--- config.mk ---
export PLATFORM = sky130hd
export DESIGN_NAME = inst_encoder_loader
export DESIGN_NICKNAME = d
export VERILOG_FILES = /design/src/rtl/inst_encoder_loader_pkg.sv /design/src/rtl/inst_encoder_loader_sync_fifo.sv /design/src/rtl/inst_encoder_loader.sv
export SDC_FILE = /design/constraint.sdc
export NUM_CORES = 1
export LEC_CHECK = 0
export BUFFER_PORTS_ARGS = -buffer_cell sky130_fd_sc_hd__buf_2
export CORE_MARGIN = 3
export CORE_UTILIZATION = 50
export DETAILED_ROUTE_END_ITERATION = 8
export GPL_TIMING_DRIVEN = 0
export PLACE_DENSITY = 0.73
export SKIP_LAST_GASP = 1
export SLEW_MARGIN = 25
export SYNTH_ARGS = -nofsm -noshare
export SYNTH_HDL_FRONTEND = slang
export SYNTH_HIERARCHICAL = 1
export SYNTH_SLANG_ARGS = --single-unit
--- constraint.sdc ---
create_clock -name clk -period 5.25 [get_ports clk]
set_clock_uncertainty 0.05 [all_clocks]
set_input_delay 0 -clock clk [delete_from_list [all_inputs] [get_ports clk]]
set_output_delay 0 -clock clk [all_outputs]
set_load 0.01 [all_outputs]
--- src/rtl/inst_encoder_loader_pkg.sv ---
// Shared opcode/funct3 constants, FSM states and the field-to-word
// instruction encoder used by the IMEM loader.
package inst_encoder_loader_pkg;

    localparam int WORD_BITWIDTH    = 32;
    localparam int REG_NUM_BITWIDTH = 5;

    localparam logic [6:0] INST_R     = 7'b0110011;
    localparam logic [6:0] INST_I_LD  = 7'b0000011;
    localparam logic [6:0] INST_I_IMM = 7'b0010011;
    localparam logic [6:0] INST_S     = 7'b0100011;
    localparam logic [6:0] INST_B     = 7'b1100011;
    localparam logic [6:0] INST_J     = 7'b1101111;
    localparam logic [6:0] INST_U     = 7'b0110111;

    localparam logic [2:0] F3_ADD = 3'b000;
    localparam logic [2:0] F3_SLL = 3'b001;
    localparam logic [2:0] F3_SR  = 3'b101;

    typedef enum logic [1:0] {
        ST_IDLE,
        ST_LOAD,
        ST_DRAIN,
        ST_DONE
    } state_t;

    typedef struct packed {
        logic                     ok;
        logic [WORD_BITWIDTH-1:0] word;
    } enc_t;

    function automatic enc_t encode(
        input logic [6:0]                  op,
        input logic [REG_NUM_BITWIDTH-1:0] rd,
        input logic [REG_NUM_BITWIDTH-1:0] rs1,
        input logic [REG_NUM_BITWIDTH-1:0] rs2,
        input logic [2:0]                  f3,
        input logic                        f7b5,
        input logic [WORD_BITWIDTH-1:0]    imm
    );
        enc_t e;
        logic sx12;
        logic sx13;
        logic sx21;
        sx12   = (imm[31:11] == {21{imm[11]}});
        sx13   = (imm[31:12] == {20{imm[12]}});
        sx21   = (imm[31:20] == {12{imm[20]}});
        e.ok   = 1'b0;
        e.word = '0;
        unique case (1'b1)
            (op == INST_R): begin
                e.ok   = 1'b1;
                e.word = {1'b0, f7b5, 5'b0, rs2, rs1, f3, rd, op};
            end
            (op == INST_I_LD): begin
                e.ok   = sx12;
                e.word = {imm[11:0], rs1, f3, rd, op};
            end
            (op == INST_I_IMM): begin
                e.ok   = sx12;
                e.word = {imm[11:0], rs1, f3, rd, op};
                // srai shares funct3 with srli; bit 30 selects it
                if (f3 == F3_SR) begin
                    e.word[30] = f7b5;
                end
            end
            (op == INST_S): begin
                e.ok   = sx12;
                e.word = {imm[11:5], rs2, rs1, f3, imm[4:0], op};
            end
            (op == INST_B): begin
                e.ok   = sx13 && !imm[0];
                e.word = {imm[12], imm[10:5], rs2, rs1, f3,
                          imm[4:1], imm[11], op};
            end
            (op == INST_J): begin
                e.ok   = sx21 && !imm[0];
                e.word = {imm[20], imm[10:1], imm[11], imm[19:12], rd, op};
            end
            (op == INST_U): begin
                e.ok   = (imm[11:0] == 12'h000);
                e.word = {imm[31:12], rd, op};
            end
            default: begin
                e.ok   = 1'b0;
                e.word = '0;
            end
        endcase
        return e;
    endfunction

endpackage

--- src/rtl/inst_encoder_loader_sync_fifo.sv ---
// Small synchronous FIFO; a push into a full FIFO is taken only
// when a pop happens in the same cycle.
module sync_fifo #(
    parameter int WIDTH = 32,
    parameter int DEPTH = 4
) (
    input  logic             clk,
    input  logic             rst_n,
    input  logic             push,
    input  logic [WIDTH-1:0] wdata,
    input  logic             pop,
    output logic [WIDTH-1:0] rdata,
    output logic             full,
    output logic             empty
);

    localparam int AW = $clog2(DEPTH);

    logic [WIDTH-1:0] mem [DEPTH];
    logic [AW:0]      wr_ptr;
    logic [AW:0]      rd_ptr;
    logic             do_push;
    logic             do_pop;

    assign empty   = (wr_ptr == rd_ptr);
    assign full    = (wr_ptr[AW] != rd_ptr[AW]) &&
                     (wr_ptr[AW-1:0] == rd_ptr[AW-1:0]);
    assign do_pop  = pop && !empty;
    assign do_push = push && (!full || do_pop);
    assign rdata   = mem[rd_ptr[AW-1:0]];

    always_ff @(posedge clk or negedge rst_n) begin
        if (!rst_n) begin
            wr_ptr <= '0;
            rd_ptr <= '0;
        end else begin
            if (do_push) begin
                wr_ptr <= wr_ptr + 1'b1;
            end
            if (do_pop) begin
                rd_ptr <= rd_ptr + 1'b1;
            end
        end
    end

    always_ff @(posedge clk) begin
        if (do_push) begin
            mem[wr_ptr[AW-1:0]] <= wdata;
        end
    end

endmodule

--- src/rtl/inst_encoder_loader.sv ---
// Packs field-level RISC-V commands into instruction words and
// streams them to consecutive IMEM addresses through a small FIFO.
module inst_encoder_loader
    import inst_encoder_loader_pkg::*;
#(
    parameter int ADDR_BITWIDTH = 10,
    parameter int FIFO_DEPTH    = 4
) (
    input  logic                        clk,
    input  logic                        rst_n,
    input  logic                        start,
    input  logic [ADDR_BITWIDTH-1:0]    start_addr,
    input  logic                        finish,
    input  logic                        in_valid,
    output logic                        in_ready,
    input  logic [6:0]                  in_opcode,
    input  logic [REG_NUM_BITWIDTH-1:0] in_rd,
    input  logic [REG_NUM_BITWIDTH-1:0] in_rs1,
    input  logic [REG_NUM_BITWIDTH-1:0] in_rs2,
    input  logic [2:0]                  in_funct3,
    input  logic                        in_funct7b5,
    input  logic [WORD_BITWIDTH-1:0]    in_imm,
    output logic                        mem_we,
    input  logic                        mem_ready,
    output logic [ADDR_BITWIDTH-1:0]    mem_addr,
    output logic [WORD_BITWIDTH-1:0]    mem_wdata,
    output logic                        done,
    output logic                        err,
    output logic [7:0]                  err_count
);

    state_t                   state;
    state_t                   state_nx;
    enc_t                     enc;
    logic                     accept;
    logic                     enc_valid;
    logic [WORD_BITWIDTH-1:0] enc_word;
    logic                     enc_push;
    logic                     fifo_pop;
    logic                     fifo_full;
    logic                     fifo_empty;
    logic [WORD_BITWIDTH-1:0] fifo_head;
    logic                     session_go;

    assign enc = encode(in_opcode, in_rd, in_rs1, in_rs2,
                        in_funct3, in_funct7b5, in_imm);

    assign in_ready   = (state == ST_LOAD) && !fifo_full;
    assign accept     = in_valid && in_ready;
    assign session_go = (state == ST_IDLE) && start;

    assign mem_we    = !fifo_empty &&
                       ((state == ST_LOAD) || (state == ST_DRAIN));
    assign fifo_pop  = mem_we && mem_ready;
    // the staged word waits here while the FIFO is full and stalled
    assign enc_push  = enc_valid && (!fifo_full || fifo_pop);
    assign mem_wdata = mem_we ? fifo_head : '0;
    assign done      = (state == ST_DONE);

    sync_fifo #(
        .WIDTH (WORD_BITWIDTH),
        .DEPTH (FIFO_DEPTH)
    ) u_fifo (
        .clk   (clk),
        .rst_n (rst_n),
        .push  (enc_push),
        .wdata (enc_word),
        .pop   (fifo_pop),
        .rdata (fifo_head),
        .full  (fifo_full),
        .empty (fifo_empty)
    );

    always_ff @(posedge clk or negedge rst_n) begin
        if (!rst_n) begin
            state <= ST_IDLE;
        end else begin
            state <= state_nx;
        end
    end

    always_comb begin
        state_nx = state;
        unique case (state)
            ST_IDLE: begin
                if (start) begin
                    state_nx = ST_LOAD;
                end
            end
            ST_LOAD: begin
                if (finish) begin
                    state_nx = ST_DRAIN;
                end
            end
            ST_DRAIN: begin
                if (fifo_empty && !enc_valid) begin
                    state_nx = ST_DONE;
                end
            end
            ST_DONE: begin
                state_nx = ST_IDLE;
            end
            default: begin
                state_nx = ST_IDLE;
            end
        endcase
    end

    always_ff @(posedge clk or negedge rst_n) begin
        if (!rst_n) begin
            enc_valid <= 1'b0;
            enc_word  <= '0;
        end else if (accept && enc.ok) begin
            enc_valid <= 1'b1;
            enc_word  <= enc.word;
        end else if (enc_push) begin
            enc_valid <= 1'b0;
        end
    end

    always_ff @(posedge clk or negedge rst_n) begin
        if (!rst_n) begin
            mem_addr <= '0;
        end else if (session_go) begin
            mem_addr <= start_addr;
        end else if (fifo_pop) begin
            mem_addr <= mem_addr + 1'b1;
        end
    end

    always_ff @(posedge clk or negedge rst_n) begin
        if (!rst_n) begin
            err       <= 1'b0;
            err_count <= '0;
        end else if (session_go) begin
            err       <= 1'b0;
            err_count <= '0;
        end else if (accept && !enc.ok) begin
            err <= 1'b1;
            if (err_count != 8'hFF) begin
                err_count <= err_count + 1'b1;
            end
        end
    end

endmodule

Word level (Yosys, flattened, before mapping):

Memory sizes are Yosys's and may differ from the RTL's.
Cells that the tools add are included.

* $add $sub $neg: 4
* multiplexer cells: 18
* reduce and logical (&&, ||, !) cells: 30
* equality and inequality tests: 21

Operators with widths (count)
* case mux 33 bit (7 select lines): 1
* 2-to-1 mux 32 bit: 1
* 2-to-1 mux 8 bit: 3
* == test 7 x 6 -> 1 bit (second input constant): 3
* == test 20 bit: 1
* 2-to-1 mux 10 bit: 2
* == test 19 bit: 1
* == test 7 bit (second input constant): 2
* logical AND 1 bit: 14
* zero test 12 bit: 1
* == test 11 bit: 1
* adder 10 x 1 -> 10 bit (second input constant): 1
* adder 8 x 1 -> 8 bit (second input constant): 1
* != test 8 bit (second input constant): 1
* case mux 2 bit (4 select lines): 1
* nonzero test 2 bit: 4
* == test 7 x 2 -> 1 bit (second input constant): 1
* == test 7 x 5 -> 1 bit (second input constant): 1
* 2-to-1 mux 1 bit: 7
* adder 3 x 1 -> 3 bit (second input constant): 2
* 2-to-1 mux 2 bit: 3
* zero test 1 bit: 5
* == test 2 bit (second input constant): 2
* != test 2 bit (second input constant): 2
* 10 further kinds: 12

* memories: 1
* register bits: 60
* memory bits (writable): 128
* logic and storage cells: 82
* output and inout port bits: 54

Memory list
* u_fifo.mem: words 4, bits a word 32, read ports 1, clocked after memory_dff 0, write ports 1, line inst_encoder_loader_sync_fifo.sv:19 `logic [WIDTH-1:0] mem [DEPTH];`

Longest topological paths before layout:

* word-level depth: 9
* mapped depth: 11
* gate-level depth less buffers: 9

Modules after synthesis:

The synthesis kept the hierarchy.

By module, submodules not included
* sync_fifo: area an instance 5074.9 um2, times used 1, seq. area each 3993.8 um2, cells each 211
* inst_encoder_loader: area an instance 3593.4 um2, times used 1, seq. area each 1351.3 um2, cells each 366

Worst setup path after synthesis:

OpenSTA, ideal clock, no wires.

* path type: register to register
* start point: reg u_fifo.rd_ptr[1]
* end point: mem u_fifo.mem[1][0] (enable)
* stages on the path, launching flop included: 11
* arrival time: 2740 ps
* period minus slack after synthesis: 3182 ps
* path slack: 2068 ps
* data required time: 4808 ps
* cell sequence: dfrtp_1 > buf_2 > xor2_1 > buf_2 > nor3_1 > nor2b_1 > nand2_1 > clkinv_1 > clkbuf_1 > or4_4 > and3_1

* word-level cells in the longest chain between the ends: 9

Ends and longest elaborated chain
* start, declared: line inst_encoder_loader_sync_fifo.sv:21 `logic [AW:0] rd_ptr;`
* start signal, assigned: line inst_encoder_loader_sync_fifo.sv:41 `rd_ptr <= rd_ptr + 1'b1;`
* == test 3 bit *: line inst_encoder_loader_sync_fifo.sv:25 `assign empty = (wr_ptr == rd_ptr);`
* named net fifo_empty: line inst_encoder_loader.sv:41 `logic fifo_empty;`
* zero test 1 bit *: line inst_encoder_loader.sv:52 `assign mem_we = !fifo_empty &&`
* logical AND 1 bit *: line inst_encoder_loader.sv:52
* logical AND 1 bit *: line inst_encoder_loader.sv:54 `assign fifo_pop = mem_we && mem_ready;`
* named net fifo_pop: line inst_encoder_loader.sv:39 `logic fifo_pop;`
* logical OR 1 bit or logical AND 1 bit (tied branches): line inst_encoder_loader.sv:56, inst_encoder_loader_sync_fifo.sv:28
* logical AND 1 bit or logical OR 1 bit (tied branches): line inst_encoder_loader.sv:56, inst_encoder_loader_sync_fifo.sv:29
* logical AND 1 bit *: line inst_encoder_loader_sync_fifo.sv:29 `assign do_push = push && (!full || do_pop);`
* 2-to-1 mux 1 bit *: line inst_encoder_loader_sync_fifo.sv:47 `if (do_push) begin`
* 2-to-1 mux 1 bit (implied by the code) *: line inst_encoder_loader_sync_fifo.sv:48 `mem[wr_ptr[AW-1:0]] <= wdata;`
* end, declared: line inst_encoder_loader_sync_fifo.sv:19

The timed path passes the listed nets; every way through them passes the cells marked *.

Worst setup path in the final report:

* start point: reg u_fifo.rd_ptr[1]
* end point: mem u_fifo.mem[1][16] (enable)

* word-level cells in the longest chain between the ends: 9

Ends and longest elaborated chain
* == test 3 bit: line inst_encoder_loader_sync_fifo.sv:25
* named net fifo_empty: line inst_encoder_loader.sv:41
* zero test 1 bit: line inst_encoder_loader.sv:52
* logical AND 1 bit: line inst_encoder_loader.sv:52
* logical AND 1 bit: line inst_encoder_loader.sv:54
* logical OR 1 bit: line inst_encoder_loader.sv:56 `assign enc_push = enc_valid && (!fifo_full || fifo_pop);`
* logical AND 1 bit: line inst_encoder_loader.sv:56
* named net enc_push: line inst_encoder_loader.sv:38 `logic enc_push;`
* logical AND 1 bit: line inst_encoder_loader_sync_fifo.sv:29
* 2-to-1 mux 1 bit: line inst_encoder_loader_sync_fifo.sv:47
* 2-to-1 mux 1 bit (implied by the code): line inst_encoder_loader_sync_fifo.sv:48

The timed path passes the listed nets, and every way through them passes these cells.

==> implementation parameters <==
Parameter                              Value

Global routing
  Leftover overflow at the end of global routing    0
  Number of global-route vias before repair    between 5,000 and 6,000
  Overall track demand over capacity in global routing    0.2328
  Wire length of the first global-routing pass    ~33,000 um
  Maximum number of pins on one net before global-route repair    about 60
  Antenna violations before repair    1

Timing
  Highest Clock Rate    250.9 MHz
  Final critical delay including setup and external delays    3.986 ns
  RSZ-0062 raised after global routing    no
  Count of final max-slew check failures    0
  Setup TNS Final    0 ns
  Number of failing setup endpoints in the final timing report    0
  Tcrit/Tclk final    0.7592
  Relative slew slack    0.4219
  Transition time at the pin with the least slew margin    0.8653 ns
  Final hold viol count    0

Power and ir drop
  Power density cells    approximately 370 nW/um^2
  Peak supply drop    ~0.27 mV
  Leak pwr    4.695 nW

Flow run
  Maximum capacitance violations    0

Floorplan
  Starting density of the core    0.5172
  Row Count    47
  Top Ports    between 100 and 150
  Core region area    16,760 um^2
  Die Area    18,950 um^2
  Chip width    137.7 um
  Vert. Die Dim    137.7 um

Cells and area
  Post-route cell area    about 11,000 um^2
  Fraction of final layout cells with drive strength greater than 1    0.3029
  Syn-to-layout area delta    25.56%
  Final Util    0.6494
  Net count, final    ~870
  Layout filler cell count    1,203

Yosys
  Post-synthesis cell type with the largest combined area    sky130_fd_sc_hd__edfxtp_1
  Mapped Nets    around 660
  Count of flip-flops with a built-in enable after synthesis    128
  Share of async-settable or async-resettable flops after synthesis    0.3191
  Primary flip-flop cell chosen by synthesis mapping    sky130_fd_sc_hd__edfxtp_1
  Most instantiated library cell after synthesis    sky130_fd_sc_hd__edfxtp_1
  Leading post-synthesis cells by instance count    sky130_fd_sc_hd__edfxtp_1 (128), sky130_fd_sc_hd__dfrtp_1 (60), sky130_fd_sc_hd__and2_1 (35), sky130_fd_sc_hd__mux4_2 (32), sky130_fd_sc_hd__nand2_1 (29)
  Mapped Cells    between 500 and 600
  Synth Cell Area    approximately 8700 um^2
  Number of warnings issued by yosys    6
  Mean cell area of the mapped netlist    around 15 um^2
  Largest cells by area after synthesis    sky130_fd_sc_hd__edfxtp_1 (44%), sky130_fd_sc_hd__dfrtp_1 (17%), sky130_fd_sc_hd__mux4_2 (8.3%)
  Post-synth cell types    70
  Number of register bits inferred by synthesis    approximately 190
  Top cell type's share of synthesized area    0.4434
  Sequential fraction of the synthesis area    0.6166

Detailed routing
  Final WL    between 20,000 and 25,000 um
  Vias per inst    ~5.7
  WL per Instance    approximately 20 um
  Initial DRC Count    496
  Detailed-route via count    between 5,000 and 6,000
  Number of routed nets with antenna violations    0
  First-pass iteration count of the detailed router    5
  Post-detailed-route DRC marker count    0

Setup path
  Path type of the worst setup path    reg -> reg
  Worst path required time    between 5 and 6 ns
  Most prevalent standard cell on the critical path    sky130_fd_sc_hd__buf_2
  Maximum cell stage delay along the critical path    0.69 ns
  Critical Path, Cell by Cell    buf_2 -> xor2_1 -> buf_2 -> nor3_1 -> nor2b_1 -> nand2_1 -> a21boi_0 -> and3_2 -> buf_16
  Library cell contributing the largest single delay on the critical path    sky130_fd_sc_hd__nor2b_1
  Arrival time at the worst endpoint    between 4 and 5 ns
  Critical Path Fanout Max    18
  Endpoint type of the worst setup path    register
  Startpoint type of the worst setup path    register

Place
  Routability cong.    about 0.9
  Area of placed instances    between 9000 and 10,000 um^2
  Post-DP HPWL    between 10,000 and 15,000 um
  Count of buffers inserted at the top-level ports    ~130

Clock network
  Clock latency on the worst-skew pair    0.43 ns
  Clock buffer count from CTS    17
  Clock Sinks    between 150 and 200
  CTS H-Tree Depth    4
  Number of buffers on the longest clock path    2
  Clock root cell    sky130_fd_sc_hd__clkbuf_16
  # resized after CTS    0
  Clock transition at path regs    0.06 ns
  Clock tree from TritonCTS    done

Outcome
  Result of the run    complete, no violations

Min path
  Tightest Hold Check Type    in -> reg
path summary, 6_finish.rpt:
| check | cells past startpoint | slack [ns] | end | startpoint |
|---|---|---|---|---|
| min in group asynchronous | 2 | 0.17 | mem_addr[1] | rst_n |
| setup reg to reg | 9 | 1.26 | u_fifo/mem[1][16] | u_fifo/rd_ptr[1] |
| setup / recovery | 9 | 1.26 | u_fifo/mem[1][16] | u_fifo/rd_ptr[1] |
| max in group asynchronous | 2 | 4.45 | enc_word[17] | rst_n |
| hold reg to reg | 0 | 0.46 | u_fifo/mem[3][1] | enc_word[1] |
| hold / removal | 3 | 0.04 | enc_word[28] | in_imm[28] |
report_power, final:
group | switching, mW | internal [mW]
sequential | 0.0899 | 1.67
combinational | 0.540 | 0.415
clock | 0.541 | 0.738
cell families (layout without fill, tap and decap cells):
logic type | Yosys count | in the layout | synth area share
DFF | 188 | 188 | 0.6166
AOI/OAI and AO/OA | 81 | 81 | 0.07708
other | 0 | 1 | 0
muxes | 70 | 70 | 0.1391
xor gates and xnor gates | 15 | 15 | 0.01732
and+or+nand+nor | 163 | 163 | 0.1074
buffers and inverters | 48 | 270 | 0.02511
adders and majority gates | 12 | 12 | 0.01732
critical path: cells and delay by family (launching register included):
family	cells	cell delay, ns
AO/OA/AOI/OAI	1	0.69
XOR/XNOR	1	0.20
buffers and inverters	3	0.72
flip-flops	1	0.34
AND/OR/NAND/NOR	4	1.65
registers in the layout (all words and copies together), names as in the netlist:
signal / flops
state: 2
enc_word: 32
u_fifo/wr_ptr: 3
u_fifo/rd_ptr: 3
enc_valid: 1
mem_addr: 10
err: 1
err_count: 8
u_fifo/mem: 128
layout make-up:
| cell class | count | area (um^2) | area share |
|---|---|---|---|
| well taps | 220 | 275.3 | 0.02529 |
| inverters | 22 | 82.58 | 0.007587 |
| diodes | 1 | 2.502 | 0.0002299 |
| multi-input cells | 341 | 3109 | 0.2857 |
| repair buffers | 190 | 1341 | 0.1232 |
| clock inverters | 11 | 131.4 | 0.01207 |
| clock buffers | 21 | 461.7 | 0.04242 |
| flip-flops and latches | 188 | 5345 | 0.4911 |
| plain buffers | 26 | 135.1 | 0.01242 |
per-stage QoR:
step,setup WS [ns],hold WS (ns),power (mW),std cells
after global routing,1.005,0.03871,4.182,1019
final,1.264,0.04236,3.990,1020
after detailed placement,1.291,0.09617,2.722,926
after floorplan,2.068,-0.3456,2.369,577
after CTS,1.294,0.01859,4.020,1019
after global placement,0.7439,0.2030,2.683,922
layer usage:
layer,wire (um),up-vias,GRT usage
met3,1467,42,0.05551
met2,10350,268,0.3764
li1,-,2651,-
met5,13,-,0
met4,556,2,0.09146
met1,8418,2895,0.3060
cells in the final DEF, fill, tap and decap left out, types with 7 or more instances in the layout:
cell type                       count
sky130_fd_sc_hd__a21oi_1           16
sky130_fd_sc_hd__or4_1              8
sky130_fd_sc_hd__clkbuf_1          15
sky130_fd_sc_hd__nand2b_1           8
sky130_fd_sc_hd__and2_1            35
sky130_fd_sc_hd__nand3_1           11
sky130_fd_sc_hd__ha_1              12
sky130_fd_sc_hd__dfrtp_1           60
sky130_fd_sc_hd__nor3_1             9
sky130_fd_sc_hd__xor2_1             7
sky130_fd_sc_hd__dlygate4sd3_1     61
sky130_fd_sc_hd__clkbuf_16         18
sky130_fd_sc_hd__xnor2_1            7
sky130_fd_sc_hd__nand2_1           29
sky130_fd_sc_hd__mux4_2            32
sky130_fd_sc_hd__nor2_1            25
sky130_fd_sc_hd__a22o_1            17
sky130_fd_sc_hd__mux2_4            19
sky130_fd_sc_hd__inv_1             19
sky130_fd_sc_hd__edfxtp_1         128
sky130_fd_sc_hd__and3_1             7
sky130_fd_sc_hd__buf_2            133
sky130_fd_sc_hd__mux2i_1           13
timing repair:
action / 4_1_cts / 5_1_grt
setup buffers: 0 / 0
hold endpoints to repair: 100 / 0
hold buffers: 61 / 0
(Power assumes the default switching activity.)
